[src/rtl/debug_pkg.sv]
// Shared types and constants for the pipeline debug run/step/halt path.
package debug_pkg;

  localparam int PC_W = 32;

  localparam logic [7:0] CMD_RUN_DEF   = 8'h52;
  localparam logic [7:0] CMD_STEP_DEF  = 8'h53;
  localparam logic [7:0] CMD_HALT_DEF  = 8'h48;
  localparam logic [7:0] CMD_CLEAR_DEF = 8'h43;

  typedef enum logic [1:0] {
    ST_HALT,
    ST_RUN,
    ST_STEP,
    ST_REPORT
  } state_t;

endpackage

[src/rtl/debug_step_control_counter.sv]
// Wrapping enabled-cycle counter with synchronous clear (clear wins over enable).
module debug_cycle_counter #(
  parameter int W = 32
) (
  input  logic         clk,
  input  logic         rst_n,
  input  logic         en,
  input  logic         clr,
  output logic [W-1:0] count
);

  always_ff @(posedge clk or negedge rst_n) begin
    if (!rst_n)     count <= '0;
    else if (clr)   count <= '0;
    else if (en)    count <= count + W'(1);
  end

endmodule

[src/rtl/debug_step_control.sv]
// Run/step/halt controller driving the pipeline clock enable and PC trace snapshot.
// Optional breakpoint compare is built with `define DEBUG_BREAKPOINT_EN.
module debug_step_control
  import debug_pkg::*;
#(
  parameter int unsigned STEP_CYCLES = 1,
  parameter logic [7:0]  CMD_RUN     = CMD_RUN_DEF,
  parameter logic [7:0]  CMD_STEP    = CMD_STEP_DEF,
  parameter logic [7:0]  CMD_HALT    = CMD_HALT_DEF,
  parameter logic [7:0]  CMD_CLEAR   = CMD_CLEAR_DEF
) (
  input  logic            clk,
  input  logic            rst_n,
  input  logic            cmd_valid,
  input  logic [7:0]      cmd_data,
  output logic            cmd_ready,
  input  logic [PC_W-1:0] pc,
`ifdef DEBUG_BREAKPOINT_EN
  input  logic [PC_W-1:0] bp_addr,
  input  logic            bp_enable,
`endif
  output logic            pipe_en,
  output logic            halted,
  output logic [31:0]     cycle_count,
  output logic            trace_valid,
  output logic [PC_W-1:0] trace_pc,
  input  logic            trace_ready
);

  state_t     state, state_nxt;
  logic [7:0] step_cnt;
  logic       step_ld, cnt_clr, accept, bp_hit;

  assign accept = cmd_valid && cmd_ready;

`ifdef DEBUG_BREAKPOINT_EN
  // Hold the pipeline on the breakpoint PC so that instruction is not fetched past.
  assign bp_hit = (state == ST_RUN) && bp_enable && (pc == bp_addr);
`else
  assign bp_hit = 1'b0;
`endif

  assign pipe_en = ((state == ST_RUN) && !bp_hit) || (state == ST_STEP);

  always_comb begin
    state_nxt = state;
    step_ld   = 1'b0;
    cnt_clr   = 1'b0;
    case (state)
      ST_HALT: begin
        if (accept) begin
          if (cmd_data == CMD_RUN) begin
            state_nxt = ST_RUN;
          end else if (cmd_data == CMD_STEP) begin
            state_nxt = ST_STEP;
            step_ld   = 1'b1;
          end else if (cmd_data == CMD_CLEAR) begin
            cnt_clr   = 1'b1;
          end
        end
      end
      ST_RUN: begin
        if (bp_hit || (accept && cmd_data == CMD_HALT)) state_nxt = ST_REPORT;
      end
      ST_STEP: begin
        if (step_cnt == 8'd1) state_nxt = ST_REPORT;
      end
      ST_REPORT: begin
        if (trace_valid && trace_ready) state_nxt = ST_HALT;
      end
      default: state_nxt = ST_HALT;
    endcase
  end

  always_ff @(posedge clk or negedge rst_n) begin
    if (!rst_n) begin
      state       <= ST_HALT;
      step_cnt    <= '0;
      cmd_ready   <= 1'b1;
      halted      <= 1'b1;
      trace_valid <= 1'b0;
      trace_pc    <= '0;
    end else begin
      state     <= state_nxt;
      cmd_ready <= (state_nxt == ST_HALT) || (state_nxt == ST_RUN);
      halted    <= (state_nxt == ST_HALT);
      if (step_ld)
        step_cnt <= 8'(STEP_CYCLES);
      else if (state == ST_STEP && step_cnt != 8'd0)
        step_cnt <= step_cnt - 8'd1;
      // Snapshot only on the entry edge; trace_pc then holds until the next stop.
      if (state_nxt == ST_REPORT && state != ST_REPORT) begin
        trace_valid <= 1'b1;
        trace_pc    <= pc;
      end else if (state == ST_REPORT && trace_ready) begin
        trace_valid <= 1'b0;
      end
    end
  end

  debug_cycle_counter #(.W(32)) u_cnt (
    .clk   (clk),
    .rst_n (rst_n),
    .en    (pipe_en),
    .clr   (cnt_clr),
    .count (cycle_count)
  );

endmodule

[config.mk]
export PLATFORM = sky130hd
export DESIGN_NAME = debug_step_control
export DESIGN_NICKNAME = d
export VERILOG_FILES = /design/src/rtl/debug_pkg.sv /design/src/rtl/debug_step_control_counter.sv /design/src/rtl/debug_step_control.sv
export SDC_FILE = /design/constraint.sdc
export NUM_CORES = 1
export LEC_CHECK = 0
export BUFFER_PORTS_ARGS = -buffer_cell sky130_fd_sc_hd__buf_2
export CAP_MARGIN = 20
export CORE_MARGIN = 5
export CORE_UTILIZATION = 35
export CTS_CLUSTER_SIZE = 10
export DETAILED_ROUTE_END_ITERATION = 10
export HOLD_SLACK_MARGIN = 0.02
export RECOVER_POWER = 50
export SLEW_MARGIN = 25
export SYNTH_ARGS = -nofsm -noshare
export SYNTH_HDL_FRONTEND = slang
export SYNTH_SLANG_ARGS = --single-unit
[constraint.sdc]
create_clock -name clk -period 3.8 [get_ports clk]
set_input_delay 0.19 -clock clk [delete_from_list [all_inputs] [get_ports clk]]
set_output_delay 0.19 -clock clk [all_outputs]
set_load 0.02 [all_outputs]
==> results.md, run 1 <==
- Outcome: finished with violations
- Failing checks: max-capacitance violations, max-slew violations
- RSZ-0062 raised after global routing: no
- M1 WL: 3364 µm
- Clk_lat worst skew: 0.35 ns
- Fin crit share: 71.46%
- Syn Inst Count: 304
- FF+latch area: 0.001929 mm²
- Syn Nets: 356
- Root buf cell: clkbuf_8
- Tmin final: 2.715 ns
- Power density cells: 731.4 mW/mm²
- Io pins: 112
- Max layer used: met4
- Maxcap violations: 1
- Place WS: 1.085 ns
- Max clock buf depth: 2
- Post-synth EDFFs: 0
- Setup TNS: 0 ns
- First-pass GRT wire length: 12430 µm
- Area of the mapped netlist: 0.003473 mm²
- Hold_sp: pc[0]
- CTS clock-pin slew for the worst setup and hold paths: 0.08 ns
- Reg-to-reg slack, setup: 1.08 ns
- Starting Density: 35.70%
- Drt pass-1 iters: 4
- Fin Clk Skew: 0.01697 ns
- Post-route ant nets: 0
- Yosys cell types: 34
- Worst VDD drop: 0.2201 mV
- Worst rel slew slack: -25.98%
- Buffers on Ports: 111
- Ys Warns: 0
- GRT Total Usage: 13.23%
- FF+latch count, synth: 77
- Worst EP arrival: 2.95 ns
- Dpl hpwl: 5645 µm
- Critical Path RT: 4.03 ns
- WHS Endpoint: trace_pc[0]
- Final Slew Violations: 78
- Avg Cell Area, Syn: 11.43 µm²
- CTS sink count: 77
- Area growth syn-to-layout: 26.01%
- Final wirelength: 7794 µm
- R2R cell count: 7
- Total grt overflow: 0
- Final Setup Violations: 0
- Max Clock Freq: 368.3 MHz
- Cts bufs inserted: 9
- Hold WC Path Type: in2reg
- Core Box Area: 0.009729 mm²
- Vias in the first global route: 2509
- Reg-to-reg startpoint: step_cnt[2]
- Fraction of registers with async set/reset: 100.0%
- Most common library cell in the layout ignoring fill and taps: buf_2
- Routability cong.: 0.7175
- Final-layout fill cell count: 968
- Layout cells sized above 1: 31.40%
- Critical path class: reg2reg
- Most frequent cells in the layout: buf_2 (76), dfrtp_1 (75), nor2_1 (47)
- WHS Path Cells: 2
- Routed WL per cell: 13.84 µm
- Top_reg_cell synth: dfrtp_1
- Setup WS post-layout: 1.085 ns
- Initial antenna violation count: 0
- Startpoint types: flip-flop
- Initial drt markers: 131
- Area of the multi-input gates: 0.001460 mm²
- N_diodes: 0
- Hold Vio Cnt, Final: 0
- DRC: 0
- Critical Path End Type: flip-flop
- Via density: 4.730
- Pin count of the biggest net entering global routing: 78
- Least-Margin Pin Slew: 1.890 ns
- Metal3 WL: 535 µm
- CP max FO: 33
- Die width: 109.6 µm
- Met2 routed WL: 3849 µm
- H-tree levels: 3
- FP Rows: 36
- Reg2Reg Capture Point: trace_pc[5]
- Vias: 2663
- Register area share after synthesis: 55.55%
- Die ar.: 0.01202 mm²
- Nets: 477
- TritonCTS clock tree: built
- Post-CTS setup buffers: 0
- Leakage: 1.994 nW
- Die height: 109.6 µm
## worst max-delay path, stage by stage, from the launching register on
cell and delay, ns:
dfrtp_1 0.43, or4_4 0.57, or3_1 0.34, o21ai_1 0.14, a311o_2 0.14, nor3b_4 0.17
buf_4 0.40, mux2_2 0.39
## through the flow
step | cell area [µm²] | util [%] | std cells | hold slack, ns | total power, mW
2_1_floorplan | 3473 | - | 304 | -0.1056 | 2.217
3_3_place_gp | 4185 | 43.02 | 545 | 0.3752 | 2.574
3_5_place_dp | 4185 | 43.02 | 545 | 0.3742 | 2.620
4_1_cts | 4412 | 45.34 | 562 | 0.02410 | 3.295
5_1_grt | 4377 | 44.98 | 563 | 0.03900 | 3.431
6_report | 4377 | 44.98 | 563 | 0.06063 | 3.201
## metal layers
metal	up-vias	global-route usage [%]
met3	4	4.580
met2	74	21.10
li1	1282	-
met4	0	4.007
met5	-	0
met1	1303	16.98
## synthesized netlist by cell type, drive strengths merged, types with 2 or more instances
| cell | n | area share (%) |
|---|---|---|
| nand2 | 13 | 1.4 |
| dfstp | 2 | 1.5 |
| o21ai | 11 | 1.6 |
| ha | 8 | 2.9 |
| nor4b | 2 | 0.50 |
| nor3 | 5 | 0.72 |
| xor2 | 13 | 3.3 |
| nand4 | 11 | 2.0 |
| nand3 | 13 | 1.9 |
| clkbuf | 4 | 0.43 |
| and3 | 6 | 1.1 |
| or3 | 8 | 1.4 |
| mux2 | 33 | 11 |
| buf | 3 | 0.97 |
| dfrtp | 75 | 54 |
| xnor2 | 18 | 4.5 |
| nor2 | 47 | 5.1 |
| inv | 11 | 1.2 |
| a21oi | 7 | 1.0 |
| nor3b | 3 | 0.97 |
## layout make-up
cell class / count / area share [%]
repair buffers: 117 / 12.86
multi-input cells: 209 / 33.36
well taps: 133 / 3.802
flip-flops and latches: 77 / 44.08
clock inverters: 5 / 1.487
clock buffers: 11 / 3.459
inverters: 11 / 0.9434
## flip-flops by register name, indices dropped and copies added, names as in the netlist
signal	flops
cmd_ready	1
halted	1
state	2
step_cnt	8
trace_pc	32
trace_valid	1
u_cnt.count	32
## timing repair
item | CTS | global route
endpoints found under the hold margin | 1 | 75
gates resized for setup | 0 | 0
hold buffers | 1 | 1
## cell families (layout without fill, tap and decap cells)
family / count (synthesis) / count (layout) / synth area share, %
mux: 34 / 34 / 10.99
simple gates: 112 / 112 / 16.03
buf+inv: 18 / 144 / 2.593
fa+ha+maj: 8 / 8 / 2.882
xor+xnor: 31 / 31 / 7.817
flops: 77 / 77 / 55.55
compound gates: 24 / 24 / 4.143
## where the power goes
group          switching [mW]  total (mW)  internal [mW]
Combinational           0.734        1.24          0.511
Sequential              0.180        1.29           1.11
Clock                   0.321       0.668          0.347
Total                    1.23        3.20           1.97
## how the worst max path moves through the flow
stage                     start               to  cells after the start
floorplan              state[1]  u_cnt.count[31]                      7
global placement    step_cnt[2]      trace_pc[7]                      7
detailed placement  step_cnt[2]      trace_pc[5]                      7
CTS                 step_cnt[2]      trace_pc[5]                      7
global route           state[1]  u_cnt.count[31]                      8
finish              step_cnt[2]      trace_pc[5]                      7
Power figures use the tool's default switching activity.
==> run 2, diff against run 1 <==
Clock period 3.8 ns to 2.55 ns, I/O delays scaled along.
==> run 2 against run 1 <==
Sequential cell count is the same. Largest cell class unchanged. Critical path depth grew 1. Clock power grew 48%. Highest routed layer unchanged. Register-to-register slack lost 1.1 ns. Sequential power grew 49%. First-iteration DRC count shrank 20%. Maximum frequency grew 6.3%. Non-clock buffer count grew 43. The flow finishes with violations (max-capacitance violations, max-slew violations, negative setup slack). Critical endpoint is now trace_pc[23]. Power grew 59%.
==> results.md, run 2 (synthesized netlist as in run 1, its figures left out) <==
- Outcome: finished with violations
- Failing checks: max-capacitance violations, max-slew violations, negative setup slack
- Slowest stage delay, CP: 0.55 ns (-0.02 ns)
- Die ar.: 0.01202 mm² (unchanged)
- Die width: 109.6 µm (unchanged)
- Max clock buf depth: 2 (unchanged)
- H-tree levels: 3 (unchanged)
- Sw power: 1.956 mW (+58%)
- Routability cong.: 0.7587 (+5.7%)
- Initial antenna violation count: 0 (unchanged)
- Power share of the sequential group: 37.7% (-2.6 points)
- Power density cells: 1049 mW/mm² (+43%)
- Routed WL per cell: 13.99 µm (+1.0%)
- Final Setup Violations: 1 (+1)
- Buffers on Ports: 111 (unchanged)
- Vias in the first global route: 2843 (+13%)
- Clk_lat worst skew: 0.35 ns (about the same)
- Setup WS post-layout: -0.005429 ns (-1.090 ns)
- Drt pass-1 iters: 4 (unchanged)
- Final core occ: 50.01% (+5.0 points)
- Worst EP arrival: 2.79 ns (-0.16 ns)
- Tmin final: 2.555 ns (-0.1600 ns)
- Via density: 4.625 (-2.2%)
- CTS clock-pin slew for the worst setup and hold paths: 0.09 ns (about the same)
- Total grt overflow: 0 (unchanged)
- Met3 Use GR: 4.052% (-0.53 points)
- Final Total Pwr: 5.105 mW (+59%)
- First-pass GRT wire length: 13390 µm (+7.8%)
- P_int: 3.149 mW (+60%)
- Clock power share: 19.3% (-1.6 points)
- Most frequent cells in the layout: buf_2 (92), dfrtp_1 (75), nor2_1 (47)
- Critical path, cell by cell: or4_4 -> or3_4 -> o21ai_2 -> a311o_2 -> nor3b_4 -> buf_6 -> buf_6 -> mux2_2
- Initial drt markers: 105 (-20%)
- Io pins: 112 (unchanged)
- Logic pwr share: 43.0% (+4.1 points)
- Fin Clk Skew: 0.01544 ns (-0.001530 ns)
- Worst rel slew slack: -24.12% (+1.9 points)
- Place WS: 0.01568 ns (-1.069 ns)
- CP most frequent cell: buf_6
- Least-Margin Pin Slew: 1.862 ns (-0.02796 ns)
- Critical Path End Type: flip-flop
- GRT Total Usage: 14.21% (+0.98 points)
- N_diodes: 0 (unchanged)
- Layout cells sized above 1: 34.67% (+3.3 points)
- Core Box Area: 0.009729 mm² (unchanged)
- GRT busiest layer: met2
- Placed Cells: 550 (+0.92%)
- Sw Share: 38.31% (-0.26 points)
- Pin count of the biggest net entering global routing: 78 (unchanged)
- Root buf cell: clkbuf_8
- Leakage: 2.259 nW (+13%)
- Final wirelength: 8476 µm (+8.8%)
- Fin crit share: 100.2% (+29 points)
- GR Layer Usage met2: 24.59% (+3.5 points)
- Vias: 2803 (+5.3%)
- Startpoint types: flip-flop
- FP Rows: 36 (unchanged)
- Hold Vio Cnt, Final: 0 (unchanged)
- CTS sink count: 77 (unchanged)
- Post-route ant nets: 0 (unchanged)
- CP max FO: 6 (-82%)
- Most common library cell in the layout ignoring fill and taps: buf_2
- Critical Path RT: 2.78 ns (-1.25 ns)
- DRC: 0 (unchanged)
- Starting Density: 35.70% (unchanged)
- Nets: 520 (+9.0%)
- Finished Layout Cells: 606 (+7.6%)
- Met1 Usage GRT: 16.80% (-0.17 points)
- Crit-path slowest cell: or4_4
- Final Slew Violations: 78 (unchanged)
- Biggest regs: trace_pc (32), u_cnt.count (32), step_cnt (8)
- RSZ-0062 raised after global routing: yes
- Critical path class: reg2reg
- Worst VDD drop: 0.4756 mV (+120%)
- Area growth syn-to-layout: 40.09%
- TritonCTS clock tree: built
- Maxcap violations: 1 (unchanged)
- Die height: 109.6 µm (unchanged)
- Dpl hpwl: 5812 µm (+3.0%)
- Cts bufs inserted: 9 (unchanged)
- Max Clock Freq: 391.3 MHz (+6.3%)
- Hold WC Path Type: in2reg
run 2: changes by cell type in the layout (fill, tap and decap cells not counted), sizes merged:
cell and change:
inv +1, buf +27, clkbuf -18, clkinv -1, clkinvlp +2, dlygate4sd3 +32
run 2: repair_timing:
action / in CTS / in global routing
buffers inserted: 0 / 5
endpoints found under the hold margin: 108 / 0
hold buffers: 34 / 0
resized for setup: 0 / 15
setup endpoints to repair: 0 / 36
run 2: layout make-up:
class | count | area, µm²
Clock buffer | 9 | 123.9
Clock inverter | 7 | 92.59
Fill cell | 928 | 4863
Inverter | 11 | 41.29
Multi-Input combinational cell | 209 | 1503
Sequential cell | 77 | 1929
Tap cell | 133 | 166.4
Timing Repair Buffer | 160 | 1010
run 2: layer usage:
layer | wire length (µm) | share of wire [%] | up-vias
met1 | 3638 | 43 | 1351
met5 | 0 | 0 | -
met3 | 419 | 4.9 | 8
met2 | 4317 | 51 | 67
met4 | 102 | 1.2 | 0
li1 | - | - | 1377
run 2: path summary, 6_finish.rpt:
check                       startpoint              end  slack, ns  depth (start not counted)
setup / recovery           step_cnt[3]     trace_pc[23]     -0.005                          8
hold / removal             cmd_data[5]      step_cnt[0]       0.15                          4
setup reg to reg           step_cnt[3]     trace_pc[23]     -0.005                          8
hold reg to reg            trace_pc[0]      trace_pc[0]       0.49                          1
max in group asynchronous        rst_n      trace_pc[0]       0.63                          2
min in group asynchronous        rst_n  u_cnt.count[13]       0.83                          2
run 2: per-stage QoR:
step	TNS, ns	area, µm²	hold slack (ns)
6_report	-0.005429	4866	0.1507
5_1_grt	-1.161	4866	0.1605
4_1_cts	0	4792	0.1344
3_5_place_dp	0	4235	0.3131
3_3_place_gp	0	4235	0.3120
2_1_floorplan	0	3473	-0.1681
run 2: power by group through the flow:
stage	combinational [mW]	sequential [mW]	clock, mW
after global routing	2.38	1.99	1.08
after CTS	2.12	1.91	1.03
after detailed placement	2.08	1.94	0
after global placement	2.02	1.92	0
final	2.20	1.92	0.986
after floorplan	0.959	2.34	0
run 2: worst max-delay path: cells and delay by family (launching register included):
family,cells,cell delay (ns)
buffers and inverters,2,0.27
multiplexers,1,0.33
flip-flops,1,0.43
AO/OA/AOI/OAI,2,0.27
AND/OR/NAND/NOR,3,1.15
==> run 3, diff against run 2 <==
Settings changed: CORE_ASPECT_RATIO set to 1.5.
==> run 3 against run 2 <==
The flow now finishes without violations. Via count is 1.2% lower. Register-to-register slack better by 0.02 ns. Maximum frequency is 0.99% higher. Critical path depth is 1 lower. Design area is 3.4% lower. Power is 3.9% higher. Cell count is 6.6% lower. Global-route usage is 0.076 points lower. Largest cell class unchanged. Highest routed layer is now met5.
==> results.md, run 3 (synthesized netlist as in run 1, its figures left out) <==
- Outcome: complete, no violations
- Startpoint types: flip-flop
- Maxcap violations: 0 (-1)
- Die height: 132.0 µm (+20%)
- Hold WS: 0.03176 ns (-0.1190 ns)
- Max clock buf depth: 2 (unchanged)
- Hold Vio Cnt, Final: 0 (unchanged)
- Placed Cells: 532 (-3.3%)
- Crit-path slowest cell: or4_4
- Buffers on Ports: 111 (unchanged)
- Critical path, cell by cell: or4_4 -> or3_4 -> o21ai_2 -> a311o_2 -> nor3b_4 -> buf_12 -> mux2_2
- Worst rel slew slack: 53.10% (+77 points)
- Fin crit share: 99.23% (-0.98 points)
- Most common library cell in the layout ignoring fill and taps: buf_2
- Final wirelength: 8252 µm (-2.6%)
- Routed WL per cell: 14.58 µm (+4.2%)
- Final Setup Violations: 0 (-1)
- Post-route cell area: 0.004698 mm² (-3.4%)
- N_diodes: 0 (unchanged)
- Clk_lat worst skew: 0.33 ns (-0.02 ns)
- TritonCTS clock tree: built
- Worst EP arrival: 2.75 ns (-0.04 ns)
- Initial antenna violation count: 2 (+2)
- Final Slew Violations: 0 (-100%)
- Worst VDD drop: 0.5340 mV (+12%)
- Tmin final: 2.530 ns (-0.02498 ns)
- Via density: 4.892 (+5.8%)
- Vias in the first global route: 2859 (+0.56%)
- Critical path class: reg2reg
- R2R cell count: 7 (-1)
- First-pass GRT wire length: 13880 µm (+3.6%)
- Slowest stage delay, CP: 0.54 ns (about the same)
- Hold WC Path Type: in2reg
- Die width: 91.34 µm (-17%)
- Finished Layout Cells: 566 (-6.6%)
- Pin count of the biggest net entering global routing: 78 (unchanged)
- Core Box Area: 0.009689 mm² (-0.41%)
- H-tree levels: 3 (unchanged)
- Most frequent cells in the layout: buf_2 (90), dfrtp_1 (74), nor2_1 (46)
- Cts bufs inserted: 9 (unchanged)
- Total grt overflow: 0 (unchanged)
- Routability cong.: 0.7540 (-0.62%)
- Max Clock Freq: 395.2 MHz (+0.99%)
- Reg2Reg Capture Point: trace_pc[20]
- Area growth syn-to-layout: 35.27%
- CP max FO: 24 (+18)
- CTS clock-pin slew for the worst setup and hold paths: 0.06 ns (-0.03 ns)
- Final Total Pwr: 5.303 mW (+3.9%)
- Hold_sp: pc[28]
- Reg-to-reg slack, setup: 0.02 ns (+0.02 ns)
- Critical Path RT: 2.77 ns (about the same)
- Critical Path End Type: flip-flop
- Io pins: 112 (unchanged)
- Bufs and invs on worst path: 1 (-1)
- CTS sink count: 77 (unchanged)
- Vias: 2769 (-1.2%)
- Root buf cell: clkbuf_16
- Post-route ant nets: 0 (unchanged)
- GRT Total Usage: 14.13% (-0.076 points)
- Dpl hpwl: 5906 µm (+1.6%)
- Fin Clk Skew: 0.006131 ns (-0.009313 ns)
- WHS Endpoint: trace_pc[28]
- Initial drt markers: 68 (-35%)
- Nets: 499 (-4.0%)
- WHS Path Cells: 2 (-2)
- Reg-to-reg startpoint: step_cnt[3]
- Biggest regs: trace_pc (32), u_cnt.count (32), step_cnt (8)
- Top delay family on crit path: simple AND/OR/NAND/NOR gates
- Placed inst area: 0.004213 mm² (-0.53%)
- Leakage: 2.184 nW (-3.3%)
- Starting Density: 35.85% (+0.15 points)
- Die ar.: 0.01206 mm² (+0.33%)
- Least-Margin Pin Slew: 0.7035 ns (-1.158 ns)
- Power density cells: 1129 mW/mm² (+7.6%)
- Layout cells sized above 1: 35.92% (+1.2 points)
- DRC: 0 (unchanged)
- FP Rows: 44 (+22%)
- RSZ-0062 raised after global routing: yes
- Drt pass-1 iters: 4 (unchanged)
## run 3: changes by cell type in the layout (fill, tap and decap cells not counted), sizes merged
cell / change
dlygate4sd3: -20
bufinv: +1
inv: -3
clkinv: +2
clkbuf: +3
clkinvlp: -2
buf: -3
## run 3: worst register-to-register path: stages (launching register included)
cell and delay, ns:
dfrtp_1 0.41, or4_4 0.54, or3_4 0.35, o21ai_2 0.14
a311o_2 0.13, nor3b_4 0.27, buf_12 0.21, mux2_2 0.37
## run 3: layer usage
layer | vias up | GRT usage, % | share of wire (%)
met5 | - | 0 | 0.41
met4 | 4 | 5.057 | 1.9
li1 | 1334 | - | -
met1 | 1340 | 16.03 | 39
met2 | 74 | 24.32 | 52
met3 | 17 | 4.969 | 7.0
## run 3: final cells by class
cell class	instances	area, µm²
well taps	115	143.9
clock buffers	10	239.0
fillers	948	4991
clock inverters	5	75.07
flip-flops and latches	77	1931
repair buffers	139	794.5
inverters	11	41.29
multi-input cells	209	1474
## run 3: how the worst max path moves through the flow
stage           startpoint              end  slack [ns]  depth (start not counted)
3_5_place_dp   step_cnt[3]     trace_pc[12]        0.03                          7
5_1_grt        step_cnt[3]      trace_pc[3]       -0.06                          7
3_3_place_gp   step_cnt[3]     trace_pc[22]        0.09                          7
6_report       step_cnt[3]     trace_pc[20]        0.02                          7
4_1_cts        step_cnt[3]      trace_pc[9]        0.01                          7
2_1_floorplan     state[1]  u_cnt.count[31]      0.0007                          7
## run 3: timing repair
item                                    4_1_cts  5_1_grt
hold buffers                                 14        0
hold endpoints to repair                     88        0
endpoints found under the setup margin        0       39
gates resized for setup                       0        6
setup buffers                                 0        4
## run 3: stage by stage
step                util (%)  setup slack [ns]  TNS, ns
global route           48.49          -0.06320   -1.322
CTS                    48.17           0.01169        0
floorplan                  -         0.0006741        0
finish                 48.49           0.01956        0
global placement       43.48           0.08584        0
detailed placement     43.48           0.02509        0
## run 3: power breakdown
part | internal [mW] | switching, mW
Combinational | 0.903 | 1.12
Sequential | 1.66 | 0.271
Clock | 0.872 | 0.479
